<file path="src/rtl/mc_ctrl_hs.sv">
// mc_ctrl_hs: multicycle MIPS control FSM with memory handshake and
// wait timeout. Decodes Op/Funct and drives the datapath mux selects.
// Ports:
//   clk, rst (sync, active high), Zero, Op, Funct, mem_rdy
//   mem_req, RegWrite, MemWrite, PCWrite, IRWrite, IorD
//   EXTOp, ALUSrcA, ALUSrcB, ALUOp, PCSource, GPRSel, WDSel
//   illegal, bus_err, retire (single-cycle pulses)
module mc_ctrl_hs #(
    parameter int WAIT_EN  = 1,
    parameter int MAX_WAIT = 15
) (
    input  logic       clk,
    input  logic       rst,
    input  logic       Zero,
    input  logic [5:0] Op,
    input  logic [5:0] Funct,
    input  logic       mem_rdy,
    output logic       mem_req,
    output logic       RegWrite,
    output logic       MemWrite,
    output logic       PCWrite,
    output logic       IRWrite,
    output logic       IorD,
    output logic [1:0] EXTOp,
    output logic [1:0] ALUSrcA,
    output logic [1:0] ALUSrcB,
    output logic [3:0] ALUOp,
    output logic [1:0] PCSource,
    output logic [1:0] GPRSel,
    output logic [1:0] WDSel,
    output logic       illegal,
    output logic       bus_err,
    output logic       retire
);

    localparam int CW = (MAX_WAIT > 0) ? $clog2(MAX_WAIT + 1) : 1;

    localparam logic [3:0] A_ADD  = 4'd1;
    localparam logic [3:0] A_SUB  = 4'd2;
    localparam logic [3:0] A_AND  = 4'd3;
    localparam logic [3:0] A_OR   = 4'd4;
    localparam logic [3:0] A_SLT  = 4'd5;
    localparam logic [3:0] A_SLTU = 4'd6;
    localparam logic [3:0] A_NOR  = 4'd7;
    localparam logic [3:0] A_XOR  = 4'd8;
    localparam logic [3:0] A_SLL  = 4'd9;
    localparam logic [3:0] A_SRL  = 4'd10;
    localparam logic [3:0] A_SRA  = 4'd11;
    localparam logic [3:0] A_LUI  = 4'd12;

    typedef enum logic [2:0] {
        S_IF, S_ID, S_EXE, S_MEM, S_WB
    } state_t;

    state_t          r_state;
    state_t          w_next;
    logic [CW-1:0]   r_wcnt;

    logic       w_ready;
    logic       w_tmo;
    logic       w_is_r, w_is_sh, w_is_jr, w_is_j, w_is_jal;
    logic       w_is_beq, w_is_bne, w_is_lw, w_is_sw, w_is_imm;
    logic       w_legal;
    logic [3:0] w_aop;
    logic [1:0] w_ext;

    assign w_ready = (WAIT_EN == 0) ? 1'b1 : mem_rdy;
    // Counter at the limit with memory still busy aborts the access;
    // a ready on the same cycle takes priority.
    assign w_tmo = (MAX_WAIT > 0) && (r_wcnt == CW'(MAX_WAIT)) && !w_ready;

    always_comb begin
        w_is_r   = 1'b0;
        w_is_sh  = 1'b0;
        w_is_jr  = 1'b0;
        w_is_j   = 1'b0;
        w_is_jal = 1'b0;
        w_is_beq = 1'b0;
        w_is_bne = 1'b0;
        w_is_lw  = 1'b0;
        w_is_sw  = 1'b0;
        w_is_imm = 1'b0;
        w_aop    = A_ADD;
        w_ext    = 2'd1;
        unique case (Op)
            6'h00: begin
                unique case (Funct)
                    6'h20, 6'h21: begin w_is_r = 1'b1; w_aop = A_ADD;  end
                    6'h22, 6'h23: begin w_is_r = 1'b1; w_aop = A_SUB;  end
                    6'h24:        begin w_is_r = 1'b1; w_aop = A_AND;  end
                    6'h25:        begin w_is_r = 1'b1; w_aop = A_OR;   end
                    6'h26:        begin w_is_r = 1'b1; w_aop = A_XOR;  end
                    6'h27:        begin w_is_r = 1'b1; w_aop = A_NOR;  end
                    6'h2A:        begin w_is_r = 1'b1; w_aop = A_SLT;  end
                    6'h2B:        begin w_is_r = 1'b1; w_aop = A_SLTU; end
                    6'h00:        begin w_is_sh = 1'b1; w_aop = A_SLL; end
                    6'h02:        begin w_is_sh = 1'b1; w_aop = A_SRL; end
                    6'h03:        begin w_is_sh = 1'b1; w_aop = A_SRA; end
                    6'h08:        w_is_jr = 1'b1;
                    default:      ;
                endcase
            end
            6'h02: w_is_j   = 1'b1;
            6'h03: w_is_jal = 1'b1;
            6'h04: w_is_beq = 1'b1;
            6'h05: w_is_bne = 1'b1;
            6'h08, 6'h09: begin w_is_imm = 1'b1; w_aop = A_ADD;  end
            6'h0A: begin w_is_imm = 1'b1; w_aop = A_SLT;  end
            6'h0B: begin w_is_imm = 1'b1; w_aop = A_SLTU; end
            6'h0C: begin w_is_imm = 1'b1; w_aop = A_AND; w_ext = 2'd0; end
            6'h0D: begin w_is_imm = 1'b1; w_aop = A_OR;  w_ext = 2'd0; end
            6'h0E: begin w_is_imm = 1'b1; w_aop = A_XOR; w_ext = 2'd0; end
            6'h0F: begin w_is_imm = 1'b1; w_aop = A_LUI; w_ext = 2'd2; end
            6'h23: w_is_lw = 1'b1;
            6'h2B: w_is_sw = 1'b1;
            default: ;
        endcase
    end

    assign w_legal = w_is_r | w_is_sh | w_is_jr | w_is_j | w_is_jal |
                     w_is_beq | w_is_bne | w_is_lw | w_is_sw | w_is_imm;

    always_comb begin
        w_next   = r_state;
        mem_req  = 1'b0;
        RegWrite = 1'b0;
        MemWrite = 1'b0;
        PCWrite  = 1'b0;
        IRWrite  = 1'b0;
        IorD     = 1'b0;
        EXTOp    = 2'd1;
        ALUSrcA  = 2'd1;
        ALUSrcB  = 2'd0;
        ALUOp    = A_ADD;
        PCSource = 2'd0;
        GPRSel   = 2'd0;
        WDSel    = 2'd0;
        illegal  = 1'b0;
        bus_err  = 1'b0;
        retire   = 1'b0;
        unique case (r_state)
            S_IF: begin
                mem_req = 1'b1;
                ALUSrcA = 2'd0;
                ALUSrcB = 2'd1;
                if (w_tmo) begin
                    bus_err = 1'b1;
                    w_next  = S_IF;
                end else if (w_ready) begin
                    IRWrite = 1'b1;
                    PCWrite = 1'b1;
                    w_next  = S_ID;
                end
            end
            S_ID: begin
                if (w_is_j || w_is_jal) begin
                    PCSource = 2'd2;
                    PCWrite  = 1'b1;
                    retire   = 1'b1;
                    w_next   = S_IF;
                    if (w_is_jal) begin
                        RegWrite = 1'b1;
                        GPRSel   = 2'd2;
                        WDSel    = 2'd2;
                    end
                end else if (w_is_jr) begin
                    PCSource = 2'd3;
                    PCWrite  = 1'b1;
                    retire   = 1'b1;
                    w_next   = S_IF;
                end else if (!w_legal) begin
                    illegal = 1'b1;
                    w_next  = S_IF;
                end else begin
                    // Branch target is precomputed into ALUOut here.
                    ALUSrcA = 2'd0;
                    ALUSrcB = 2'd3;
                    w_next  = S_EXE;
                end
            end
            S_EXE: begin
                if (w_is_beq || w_is_bne) begin
                    ALUOp    = A_SUB;
                    PCSource = 2'd1;
                    PCWrite  = (w_is_beq & Zero) | (w_is_bne & ~Zero);
                    retire   = 1'b1;
                    w_next   = S_IF;
                end else if (w_is_lw || w_is_sw) begin
                    ALUSrcB = 2'd2;
                    w_next  = S_MEM;
                end else begin
                    ALUOp = w_aop;
                    if (w_is_sh) ALUSrcA = 2'd2;
                    if (w_is_imm) begin
                        ALUSrcB = 2'd2;
                        EXTOp   = w_ext;
                    end
                    w_next = S_WB;
                end
            end
            S_MEM: begin
                mem_req  = 1'b1;
                IorD     = 1'b1;
                MemWrite = w_is_sw;
                if (w_tmo) begin
                    bus_err  = 1'b1;
                    MemWrite = 1'b0;
                    w_next   = S_IF;
                end else if (w_ready) begin
                    if (w_is_lw) begin
                        w_next = S_WB;
                    end else begin
                        retire = 1'b1;
                        w_next = S_IF;
                    end
                end
            end
            S_WB: begin
                RegWrite = 1'b1;
                GPRSel   = (w_is_imm | w_is_lw) ? 2'd1 : 2'd0;
                WDSel    = w_is_lw ? 2'd1 : 2'd0;
                retire   = 1'b1;
                w_next   = S_IF;
            end
            default: w_next = S_IF;
        endcase
        if (rst) begin
            mem_req  = 1'b0;
            RegWrite = 1'b0;
            MemWrite = 1'b0;
            PCWrite  = 1'b0;
            IRWrite  = 1'b0;
            IorD     = 1'b0;
            EXTOp    = 2'd1;
            ALUSrcA  = 2'd1;
            ALUSrcB  = 2'd0;
            ALUOp    = A_ADD;
            PCSource = 2'd0;
            GPRSel   = 2'd0;
            WDSel    = 2'd0;
            illegal  = 1'b0;
            bus_err  = 1'b0;
            retire   = 1'b0;
        end
    end

    always_ff @(posedge clk) begin
        if (rst) begin
            r_state <= S_IF;
            r_wcnt  <= '0;
        end else begin
            r_state <= w_next;
            // Timeout re-enters IF without a state change, so clear on it too.
            if (w_next != r_state || w_ready || w_tmo || !mem_req) begin
                r_wcnt <= '0;
            end else if (MAX_WAIT > 0) begin
                r_wcnt <= r_wcnt + CW'(1);
            end
        end
    end

endmodule

</file>
<file path="config.mk">
export PLATFORM = sky130hd
export DESIGN_NAME = mc_ctrl_hs
export DESIGN_NICKNAME = d
export VERILOG_FILES = /design/src/rtl/mc_ctrl_hs.sv
export SDC_FILE = /design/constraint.sdc
export NUM_CORES = 1
export LEC_CHECK = 0
export ABC_AREA = 1
export CAP_MARGIN = 40
export CORE_MARGIN = 2
export CORE_UTILIZATION = 45
export CTS_BUF_LIST = sky130_fd_sc_hd__clkbuf_4 sky130_fd_sc_hd__clkbuf_8
export CTS_CLUSTER_DIAMETER = 120
export CTS_CLUSTER_SIZE = 28
export DETAILED_ROUTE_END_ITERATION = 10
export DONT_BUFFER_PORTS = 1
export HOLD_SLACK_MARGIN = 0.06
export REMOVE_ABC_BUFFERS = 1
export SYNTH_ARGS = -nofsm -noshare
export SYNTH_HDL_FRONTEND = slang
export SYNTH_SLANG_ARGS = --single-unit
</file>
<file path="constraint.sdc">
create_clock -name clk -period 1.5 [get_ports clk]
set_clock_uncertainty 0.1 [all_clocks]
set_input_delay 0.3 -clock clk [delete_from_list [all_inputs] [get_ports clk]]
set_output_delay 0.3 -clock clk [all_outputs]
set_load 0.005 [all_outputs]
</file>
# == Word-level counts from Yosys, hierarchy flattened ==
# Cells that the tools add are included.
# classes
addsub,1
n_bitwise,14
n_reduce_logical,19
eq_ne,33
muxes,99
# op_table
cell,n
6-bit == test (second input constant),12
6-bit by 4-bit == test with 1-bit output (second input constant),9
2-bit 2-to-1 mux,26
1-bit 2-to-1 mux,50
4-bit case mux with 10 select lines,1
4-bit case mux with 7 select lines,1
6-bit by 2-bit == test with 1-bit output (second input constant),4
3-bit 2-to-1 mux,7
4-bit 2-to-1 mux,4
2-bit case mux with 2 select lines,4
6-bit by 3-bit == test with 1-bit output (second input constant),2
6-bit logical NOT,2
2-bit case mux with 3 select lines,2
3-bit case mux with 4 select lines,1
1-bit bitwise OR,11
10-bit OR reduction,1
8-bit OR reduction,1
3-bit by 2-bit == test with 1-bit output (second input constant),2
1-bit logical OR,6
2-bit OR reduction,3
3-bit OR reduction,2
4-bit by 1-bit adder with 4-bit output (second input constant),1
4-bit == test (second input constant),1
1-bit case mux with 4 select lines,1
10 further kinds,12
# word_totals
register_bits,7
out_inout_bits,25
wordCells,168
input_bits,16

# == Depth between registers and ports, before layout ==
# Gate-level depths: netlist of run 1.
# logic_depth
depth_word,22
mapped_depth,11
mapped_depth_nobuf,11

# == Least setup slack after synthesis of run 1 ==
# Ideal clock, no wire load.
# synth_timing
path_type,flip-flop to output port
start,register r_state[0]
end,output WDSel[1]
path_buffers,1
t_arrival_ns,1.179
setup_slack_ns,-0.079
path_stages_with_launch,6
required_ns,1.100
path_cell_list,dfxtp_1 -> inv_1 -> nor3_1 -> nand2_1 -> nor2_1 -> buf_4
# synth_via
elab_chain_len,3
elab_cells_between_ends,4
classes_between,eq/ne (2); mux (2)
# synth_lines
item,line,rtl
from (decl),55,state_t r_state;
from (signal assigned),252,r_state <= w_next;
3-bit == test / 3-bit by 1-bit == test with 1-bit output (equally long branches),141,unique case (r_state)
2-bit case mux with 2 select lines (*),141,
2-bit 2-to-1 mux (*),227,if (rst) begin
to (decl),30,"output logic [1:0] WDSel,"
# Every way passes the cells marked *; elsewhere a longest branch is shown, timed or not.

# == Worst setup path after layout of run 1 ==
# layout_timing
start,input Op[3]
end,output ALUSrcB[0]
# layout_via
elab_chain_len,16
elab_cells_between_ends,45
classes_between,eq/ne (14); mux (17); bitwise (9); reduce/logical (5)
# layout_lines
item,line,rtl
from (decl),15,"input logic [5:0] Op,"
6-bit logical NOT,85,unique case (Op)
1-bit 2-to-1 mux,85,
1-bit bitwise OR (5 in series),120,assign w_legal = w_is_r | w_is_sh | w_is_jr | w_is_j | w_is_jal |
1-bit bitwise OR (4 in series),121,w_is_beq | w_is_bne | w_is_lw | w_is_sw | w_is_imm;
2-bit 2-to-1 mux,171,end else if (!w_legal) begin
2-bit 2-to-1 mux,166,end else if (w_is_jr) begin
2-bit 2-to-1 mux,156,if (w_is_j || w_is_jal) begin
2-bit case mux with 3 select lines (*),141,
2-bit 2-to-1 mux (*),227,
to (decl),26,"output logic [1:0] ALUSrcB,"
# Marks and branches as above.

==> results of run 1 <==
## synth_stat cells (all sizes together)
master | n | area [um^2]
nor3b | 1 | 7.510
and3 | 1 | 6.260
buf | 2 | 11.26
nand3 | 27 | 150.2
xor2 | 2 | 17.52
a2111oi | 1 | 8.760
nor2 | 47 | 231.5
a21oi | 9 | 45.04
nor3 | 5 | 25.02
inv | 31 | 118.9
o21bai | 1 | 7.510
a211oi | 2 | 15.01
o211ai | 1 | 7.510
a31oi | 2 | 12.51
dfxtp | 7 | 140.1
nand2 | 40 | 177.7
ha | 1 | 12.51
a32oi | 1 | 8.760
nand4 | 2 | 12.51
o21ai | 6 | 30.03
## cell families after synthesis
| family | Yosys count |
|---|---|
| AND/OR/NAND/NOR | 123 |
| buffers and inverters | 33 |
| AO/OA/AOI/OAI | 23 |
| flip-flops | 7 |
| XOR/XNOR | 2 |
| adder cells (fa/ha/maj) | 1 |
## critical path, stage by stage
cell	delay, ps
sky130_fd_sc_hd__nor2_4	130
sky130_fd_sc_hd__inv_1	70
sky130_fd_sc_hd__nor2_1	160
sky130_fd_sc_hd__nand2_1	140
sky130_fd_sc_hd__nand2_4	150
sky130_fd_sc_hd__nor2_4	60
sky130_fd_sc_hd__nand2_2	90
sky130_fd_sc_hd__nand3_2	130
sky130_fd_sc_hd__a21oi_2	180
## worst max path at each step
stage	to	cells past startpoint
3_5_place_dp	ALUSrcB[1]	9
6_report	ALUSrcB[0]	9
4_1_cts	MemWrite	5
3_3_place_gp	ALUSrcB[0]	9
5_1_grt	ALUSrcB[0]	9
2_1_floorplan	ALUSrcB[0]	9
## where the power goes
| part | internal, mW | switching (mW) |
|---|---|---|
| clock | 0.120 | 0.0807 |
| sequential | 0.188 | 0.00846 |
| combinational | 0.125 | 0.188 |
| total | 0.434 | 0.277 |
## registers in the layout (all words and copies together), names as in the netlist
register and flops:
r_state 3, r_wcnt 4
## layout make-up
class	count	area (um^2)	area share (%)
flip-flops and latches	7	153.9	7.482
well taps	28	35.03	1.703
repair buffers	50	427.9	20.80
inverters	31	133.9	6.509
clock buffers	4	30.03	1.460
multi-input cells	149	1276	62.04
## layer usage
layer / GRT usage, % / vias up / share of wire, %
met3: 9.143 / 49 / 9.5
li1: - / 723 / -
met1: 39.08 / 795 / 35
met5: 0 / - / 0
met4: 13.68 / 0 / 7.1
met2: 65.82 / 166 / 49
## metrics by stage
step / utilization [%] / setup TNS [ps] / std cells / hold WS, ps / setup slack [ps]
2_1_floorplan: - / -164.2 / 187 / 269.1 / -78.53
3_3_place_gp: 60.58 / -1042 / 251 / 271.7 / -158.1
3_5_place_dp: 60.58 / -1411 / 251 / 272.9 / -201.7
4_1_cts: 82.30 / -2493 / 264 / 130.7 / -274.6
5_1_grt: 92.99 / -6307 / 269 / 122.7 / -405.5
6_report: 92.99 / -5146 / 269 / 125.4 / -326.8
## timing repair
action,CTS,global route
gates cloned,0,0
pin swaps,28,32
hold buffers,1,0
buffers inserted,8,7
gates resized for setup,109,51
hold endpoints to repair,3,0
endpoints found under the setup margin,25,26
==> impl_metrics.csv, run 1 <==
group,metric,value,unit
sta,worst-slew-pin-transition,360.5,ps
place,port-buffer-count,0,
synth,share_of_the_yosys_chip_area_belonging_to_registers,13.40,%
layout,post-route-cell-area,2057,um^2
synth,fraction_of_synthesized_area_in_multiplexers,0,%
synth,synth_area,1046,um^2
layout,syn_to_final_growth,96.65,%
synth,synthSimpleGateAreaFrac,58.37,%
layout,drive_above_1_share,68.88,%
die,initial_utilization,47.29,%
synth,dominant_combinational_cell_family_by_area_after_synthesis,"simple AND/OR/NAND/NOR gates",
synth,post_syn_instances,189,
die,chipHeight,52.21,um
sta,final-max-slew-violation-count,0,
synth,synthesized_area_fraction_occupied_by_adder_cells,1.196,%
die,design.core.area,2212,um^2
setup_path,rr_worst_depth,7,
clock_tree,clk_pin_slew_worst_paths,50,ps
synth,synthesis.area_per_instance,5.534,um^2
setup_path,crit-reg2reg-capture,"r_state[1]",
hold_path,hold_path.startpoint,"mem_rdy",
setup_path,required_time_of_the_critical_path,1100,ps
drt,ant_nets,0,
clock_tree,ctsLongestPathBuffers,2,
drt,avgRoutedWirePerCell,22.26,um
drt,drcViolationCount,0,
sta,hold_violations,0,
layout,leading_cell_type_in_the_layout_fill_and_taps_excluded,"sky130_fd_sc_hd__buf_4",
synth,yosys.cell_types.count,29,
place,gpl_wtd_cong,0.8281,
job,reported_max_cap_violation_count,0,
global_route,grt_pass1_vias,1571,
pwr,finalPower,0.7107,mW
hold_path,worstHoldEndpoint,"r_state[0]",
synth,post_synth_xor_area_fraction,1.675,%
layout,diode_insertion_count_for_antenna_repair,0,
drt,wirelength,5988,um
setup_path,timing.critical_path.from_type,"input pin",
place,place_area,1340,um^2
setup_path,critical_path_class,"input pin to primary output",
synth,synth_compound_gate_area_share,12.92,%
sta,report.final.setup_viol,25,
place,dp_hpwl,2566,um
synth,synth-seq-cells,7,
pwr,p_leak,0.8975,nW
setup_path,critical_path.max_fanout,4,
die,die_width,52.21,um
hold_path,worst_hold_path_type,"input pin to flop",
clock_tree,clock_tree_from_tritoncts,"done",
clock_tree,tritoncts_num_sinks,7,
layout,final_cell_mix,"sky130_fd_sc_hd__buf_4, sky130_fd_sc_hd__nor2_4, sky130_fd_sc_hd__nand2_1",
run_status,failed_checks,"negative setup slack",
sta,max-slew-margin-rel,75.86,%
global_route,globalRouteTotalUtil,35.85,%
setup_path,setup.worst_path.start,"Op[3]",
drt,drt-initial-drc-count,85,
layout,fin_nets,259,
sta,period_minus_slack,1827,ps
sta,max_clock_freq,547.4,MHz
drt,vias,1733,
drt,drt_pass_1_iters,5,
sta,fin_crit_sh,121.8,%
global_route,antenna_violations_before_repair,0,
layout,num-fill-cells,87,
die,number_of_core_rows,17,
die,die-area,2726,um^2
sta,grt_setup_unrepaired,"yes",
setup_path,worst_setup_path_end_kind,"primary output",
run_status,outcome,"finished, violations left",
global_route,grt_pass1_wl,7245,um
clock_tree,tritoncts.num_buffers,3,
setup_path,crit_arrival,1430,ps
setup_path,ff2ff_setup_slack,20,ps
clock_tree,clk_latency,270,ps
global_route,grt_max_degree,12,
pwr,cellPowerDensity,345.5,nW/um^2
die,num_io_pins,41,
synth,synth-warning-count,0,
clock_tree,htree_levels,1,
drt,detail_route.vias_per_cell,6.442,
clock_tree,cts.root.buffer_cell,"sky130_fd_sc_hd__clkbuf_4",
setup_path,worstReg2RegStart,"r_state[2]",
pwr,power.ir.vdd_worst,0.5863,mV
sta,final.setup.worst_slack,-326.8,ps
hold_path,instance_count_along_the_most_critical_hold_path,2,
global_route,grt_overflow,0,
(Power assumes the default switching activity.)
==> inputs of run 2 (changes only) <==
ABC_CLOCK_PERIOD_IN_PS = 1500   (was unset)
==> results of run 2 <==
The final DEF is identical to that of run 1; final timing and power are the same.
==> variant 1: new RTL, flow settings as in run 2 <==
Re-encode `state_t` (5 states) as one-hot, 5 bits wide.
--- a/src/rtl/mc_ctrl_hs.sv
+++ b/src/rtl/mc_ctrl_hs.sv
@@ -48,8 +48,8 @@
     localparam logic [3:0] A_SRA  = 4'd11;
     localparam logic [3:0] A_LUI  = 4'd12;
 
-    typedef enum logic [2:0] {
-        S_IF, S_ID, S_EXE, S_MEM, S_WB
+    typedef enum logic [4:0] {
+        S_IF = 5'b00001, S_ID = 5'b00010, S_EXE = 5'b00100, S_MEM = 5'b01000, S_WB = 5'b10000
     } state_t;
 
     state_t          r_state;
Behaviour: no difference found for any inputs over 10 cycles, from zero or initial values and one cycle with rst high; not proved beyond that.
==> variant 1 against run 2 <==
  * Largest cell class unchanged
  * Synthesized area increased by 11%
  * Total power increased by 12%
  * First-iteration DRC count decreased by 53%
  * Critical endpoint is now ALUOp[2]
  * Count of clock-buffer cells in the layout unchanged
  * Design area decreased by 13%
  * The flow still finishes with violations (negative setup slack)
  * Sequential cell count increased by 2
  * Worst hold slack got worse by 0.0052 ns
  * Setup slack got worse by 0.085 ns
  * Global-route usage decreased by 9.8 points
  * Critical path type is now flip-flop to output pin
  * Routed wire length decreased by 33%
  * Largest power group unchanged
==> variant 1: results (changes against run 2) <==
Cells and area
  • Comb_multi_in: 162 (was 149)
  • Final-layout non-clock buffer area share: 0.208 (about the same)
  • Clock-cell share of area: 0.0168 (was 0.0146)
  • Registers with the most flip-flops: r_state: 5 flops, r_wcnt: 4 flops (was r_wcnt: 4 flops, r_state: 3 flops)

Logic synthesis
  • #FFs+latches synth: 9 (was 7)
  • Xor and xnor fraction of the mapped netlist area: 0.0151 (was 0.0167)
  • Top cell types by occurrence after synthesis: 51 x sky130_fd_sc_hd__nand2_1, 36 x sky130_fd_sc_hd__nor2_1, 35 x sky130_fd_sc_hd__inv_1, 21 x sky130_fd_sc_hd__nand3_1, 9 x sky130_fd_sc_hd__dfxtp_1 (was 38 x sky130_fd_sc_hd__nor2_1, 35 x sky130_fd_sc_hd__nand2_1, 28 x sky130_fd_sc_hd__inv_1, 24 x sky130_fd_sc_hd__nand3_1, 9 x sky130_fd_sc_hd__a21oi_1)

Critical path
  • Stage delay of the slowest cell on the critical path: 0.37 ns (was 0.18 ns)
  • Worst R2R Path Depth: 8 (was 7)
  • Worst setup path class: flip-flop to output pin (was primary input to output pin)
  • Worst Path Arrival: 1.51 ns (was 1.43 ns)
  • Worst setup endpoint: ALUOp[2] (was ALUSrcB[0])
  • RR Startpoint: r_state[3]$_SDFF_PP0_ (was r_state[2]$_SDFF_PP0_)
  • Slack of the worst reg-to-reg path: -0.02 ns (was 0.02 ns)

Global route
  • Largest net degree at the start of global routing: 9 (was 12)

Routing
  • Number of iterations in the first detailed-routing pass: 4 (was 5)
  • Detail-routed net length per standard cell: 13.7 um (was 22.3 um)

Placement
  • Final RePlAce weighted congestion: 0.922 (was 0.828)

Timing
  • Fin Setup TNS: -7.75 ns (was -5.15 ns)
  • Setup ws final: -0.412 ns (was -0.327 ns)
  • Setup violation total in the final timing report: 26 (was 25)
  • Slew of the pin with the lowest slew margin: 0.350 ns (was 0.360 ns)

Hold path
  • Worst min-delay path endpoint: r_state[4]$_SDFF_PP0_ (was r_state[0]$_SDFF_PP0_)

Outcome
  • Violated checks: negative setup slack (unchanged)
  • Run status: finished, violations left (unchanged)

Power and ir drop
  • Reported combinational group power: 0.308 mW (was 0.313 mW)
  • Clock group total power: 0.227 mW (was 0.201 mW)
  • Internal Pwr Total: 0.507 mW (was 0.434 mW)
==> variant 1: layer usage <==
metal  vias up  wire length (um)  global-route usage  share of wire
li1        777                 -                   -              -
met1       707              1740               0.324           0.44
met2        70              1900               0.448           0.48
met3         8               296              0.0683          0.074
met4         0                46              0.0500          0.012
met5         -                 0                   0              0
==> variant 1: critical path: cells and delay by family (launching register included) <==
family,cells,cell delay [ns]
buf+inv,2,0.15
flops,1,0.37
simple gates,4,0.55
compound gates,1,0.16
==> variant 1: per-stage QoR <==
step           instances  area (um2)  hold WS [ns]
3_5_place_dp         280        1510         0.274
2_1_floorplan        207        1150         0.269
3_3_place_gp         280        1510         0.273
5_1_grt              290        1780         0.133
6_report             290        1780         0.120
4_1_cts              293        1710         0.130
==> variant 1: cells by family (layout without fill, tap and decap cells) <==
group,Yosys count,in the layout
AOI/OAI and AO/OA,20,20
xor gates and xnor gates,2,2
adders and majority gates,1,1
buffers and inverters,38,89
DFF,9,9
and+or+nand+nor,139,139
==> variant 2: new RTL, flow settings as in run 2 <==
Made on the original files. Change the parameter `MAX_WAIT` from 15 to 17.
--- a/src/rtl/mc_ctrl_hs.sv
+++ b/src/rtl/mc_ctrl_hs.sv
@@ -7,7 +7,7 @@
 //   illegal, bus_err, retire (single-cycle pulses)
 module mc_ctrl_hs #(
     parameter int WAIT_EN  = 1,
-    parameter int MAX_WAIT = 15
+    parameter int MAX_WAIT = 17
 ) (
     input  logic       clk,
     input  logic       rst,
Formal check against the unedited RTL: same outputs for any inputs over 10 cycles, from zero or initial values and one cycle with rst high; that may be too few to reach the edited logic, so the function may still have changed.
==> variant 2 against run 2 <==
  * The run still ends with negative setup slack left
  * Worst hold slack got worse by 0.0044 ns
  * Sequential share of layout area grew 2.0 points
  * Total power down 11%
  * Setup slack better by 0.10 ns
  * First-iteration DRC count decreased by 26%
  * Design area decreased by 12%
  * Via count fell by 11%
  * Synthesized cell count increased by 5.3%
  * Synthesized area up 3.3%
  * Sequential cell count rose by 1
  * Routed wire length shrank 31%
  * Combinational power down 21%
==> variant 2: results (changes against run 2) <==
Logic synthesis
  • Top cells by area, synth: sky130_fd_sc_hd__nand2_1 15%, sky130_fd_sc_hd__dfxtp_1 15%, sky130_fd_sc_hd__nor2_1 13%, sky130_fd_sc_hd__inv_1 11%, sky130_fd_sc_hd__nand3_1 8.3% (was sky130_fd_sc_hd__nor2_1 14%, sky130_fd_sc_hd__dfxtp_1 13%, sky130_fd_sc_hd__nand2_1 13%, sky130_fd_sc_hd__nand3_1 11%, sky130_fd_sc_hd__inv_1 10%)
  • Number of distinct library cells after synthesis: 23 (was 29)
  • Top cell types by occurrence after synthesis: 44 x sky130_fd_sc_hd__nand2_1, 37 x sky130_fd_sc_hd__nor2_1, 32 x sky130_fd_sc_hd__inv_1, 18 x sky130_fd_sc_hd__nand3_1, 12 x sky130_fd_sc_hd__nand4_1 (was 38 x sky130_fd_sc_hd__nor2_1, 35 x sky130_fd_sc_hd__nand2_1, 28 x sky130_fd_sc_hd__inv_1, 24 x sky130_fd_sc_hd__nand3_1, 9 x sky130_fd_sc_hd__a21oi_1)
  • Sequential cell area fraction in the yosys report: 0.148 (was 0.134)

Outcome
  • Run status: finished, violations left (unchanged)
  • Violated checks: negative setup slack (unchanged)

Critical path
  • Critical Path Slowest Stage Cell: sky130_fd_sc_hd__dfxtp_4 (was sky130_fd_sc_hd__a21oi_2)
  • Slack of the worst reg-to-reg path: 0.14 ns (was 0.02 ns)
  • Worst Path Arrival: 1.32 ns (was 1.43 ns)
  • Stage delay of the slowest cell on the critical path: 0.39 ns (was 0.18 ns)

Global route
  • Routing usage on met1: 0.328 (was 0.391)
  • Via count of the first global-routing pass: 1345 (was 1571)
  • Global-route wire length before repair: 5660 um (was 7250 um)
  • Overall routing resource usage: 0.272 (was 0.359)

Timing
  • Worst slack on hold paths: 0.121 ns (was 0.125 ns)
  • Setup ws final: -0.223 ns (was -0.327 ns)
  • Setup violation total in the final timing report: 25 (unchanged)

Placement
  • Final RePlAce weighted congestion: 0.858 (was 0.828)
  • Detail Placement HPWL: 2600 um (was 2570 um)

Power and ir drop
  • Max IR drop VDD: 434 uV (was 586 uV)

Cells and area
  • Fraction of layout instances using a drive strength above 1: 0.546 (was 0.689)
  • Layout fillers: 154 (was 87)
  • Final cell count without fillers: 268 (was 269)

Routing
  • Drt total wl: 4140 um (was 5990 um)
  • Vias: 1539 (was 1733)
  • Number of DRC violations after detailed-routing iteration 0: 63 (was 85)
  • Number of iterations in the first detailed-routing pass: 4 (was 5)
## variant 2: cell types whose count changed in the layout (fill, tap and decap cells not counted), moves of 4 or more
| cell | run 2 | this run |
|---|---|---|
| sky130_fd_sc_hd__buf_4 | 39 | 31 |
| sky130_fd_sc_hd__nand4_1 | 2 | 12 |
| sky130_fd_sc_hd__nand2_4 | 10 | 6 |
| sky130_fd_sc_hd__nand2_1 | 19 | 31 |
| sky130_fd_sc_hd__inv_1 | 15 | 20 |
## variant 2: layout make-up
cell class	count	area [um2]	area share
Clock buffer	3	22.5	0.0124
Inverter	32	131	0.0725
Multi-Input combinational cell	157	1120	0.617
Sequential cell	8	171	0.0946
Tap cell	28	35.0	0.0193
Timing Repair Buffer	40	333	0.184
## variant 2: path summary, 6_finish.rpt
path	from	to	cells after the start
max	r_state[0]$_SDFF_PP0_	PCSource[0]	5
min	mem_rdy	r_state[2]$_SDFF_PP0_	2
max reg2reg	r_state[2]$_SDFF_PP0_	r_wcnt[0]$_SDFF_PP0_	6
min reg2reg	r_wcnt[0]$_SDFF_PP0_	r_wcnt[0]$_SDFF_PP0_	1
## variant 2: per-layer routing
layer	part of all wire	up-vias	wire length, um
met4	0.027	0	112
met5	0	-	0
met1	0.42	718	1720
met2	0.48	79	2000
met3	0.073	16	302
li1	-	726	-
## variant 2: stage by stage
| stage | power [mW] | cell area (um2) | TNS, ns | setup slack [ns] |
|---|---|---|---|---|
| global placement | 0.388 | 1330 | -0.612 | -0.131 |
| detailed placement | 0.391 | 1330 | -0.797 | -0.154 |
| global route | 0.675 | 1810 | -4.89 | -0.294 |
| CTS | 0.598 | 1660 | -2.47 | -0.153 |
| finish | 0.634 | 1810 | -3.43 | -0.223 |
| floorplan | 0.328 | 1070 | -0.122 | -0.0609 |
## variant 2: repair_timing
item / CTS / global route
setup endpoints to repair: 25 / 25
endpoints found under the hold margin: 3 / 0
cloned: 0 / 0
hold buffers: 1 / 0
gates resized for setup: 79 / 34
buffers inserted: 9 / 3
pin swaps: 29 / 13
## variant 2: cell families (layout without fill, tap and decap cells)
family / Yosys count / after routing / share of synthesized area
xor gates and xnor gates: 4 / 4 / 0.0324
AOI/OAI and AO/OA: 18 / 18 / 0.0891
buffers and inverters: 34 / 75 / 0.122
and+or+nand+nor: 133 / 133 / 0.586
DFF: 8 / 8 / 0.148
adders and majority gates: 2 / 2 / 0.0231
## variant 2: power by group
| group | total (mW) | internal, mW | switching [mW] |
|---|---|---|---|
| Combinational | 0.246 | 0.107 | 0.139 |
| Clock | 0.165 | 0.0916 | 0.0738 |
| Sequential | 0.223 | 0.214 | 0.00849 |
## variant 2: worst reg2reg max path: cells and delay by family, from the launching register on
family                 cells  cell delay (ns)
DFF                        1             0.36
and+or+nand+nor            3             0.47
buffers and inverters      2             0.20
AOI/OAI and AO/OA          1             0.17
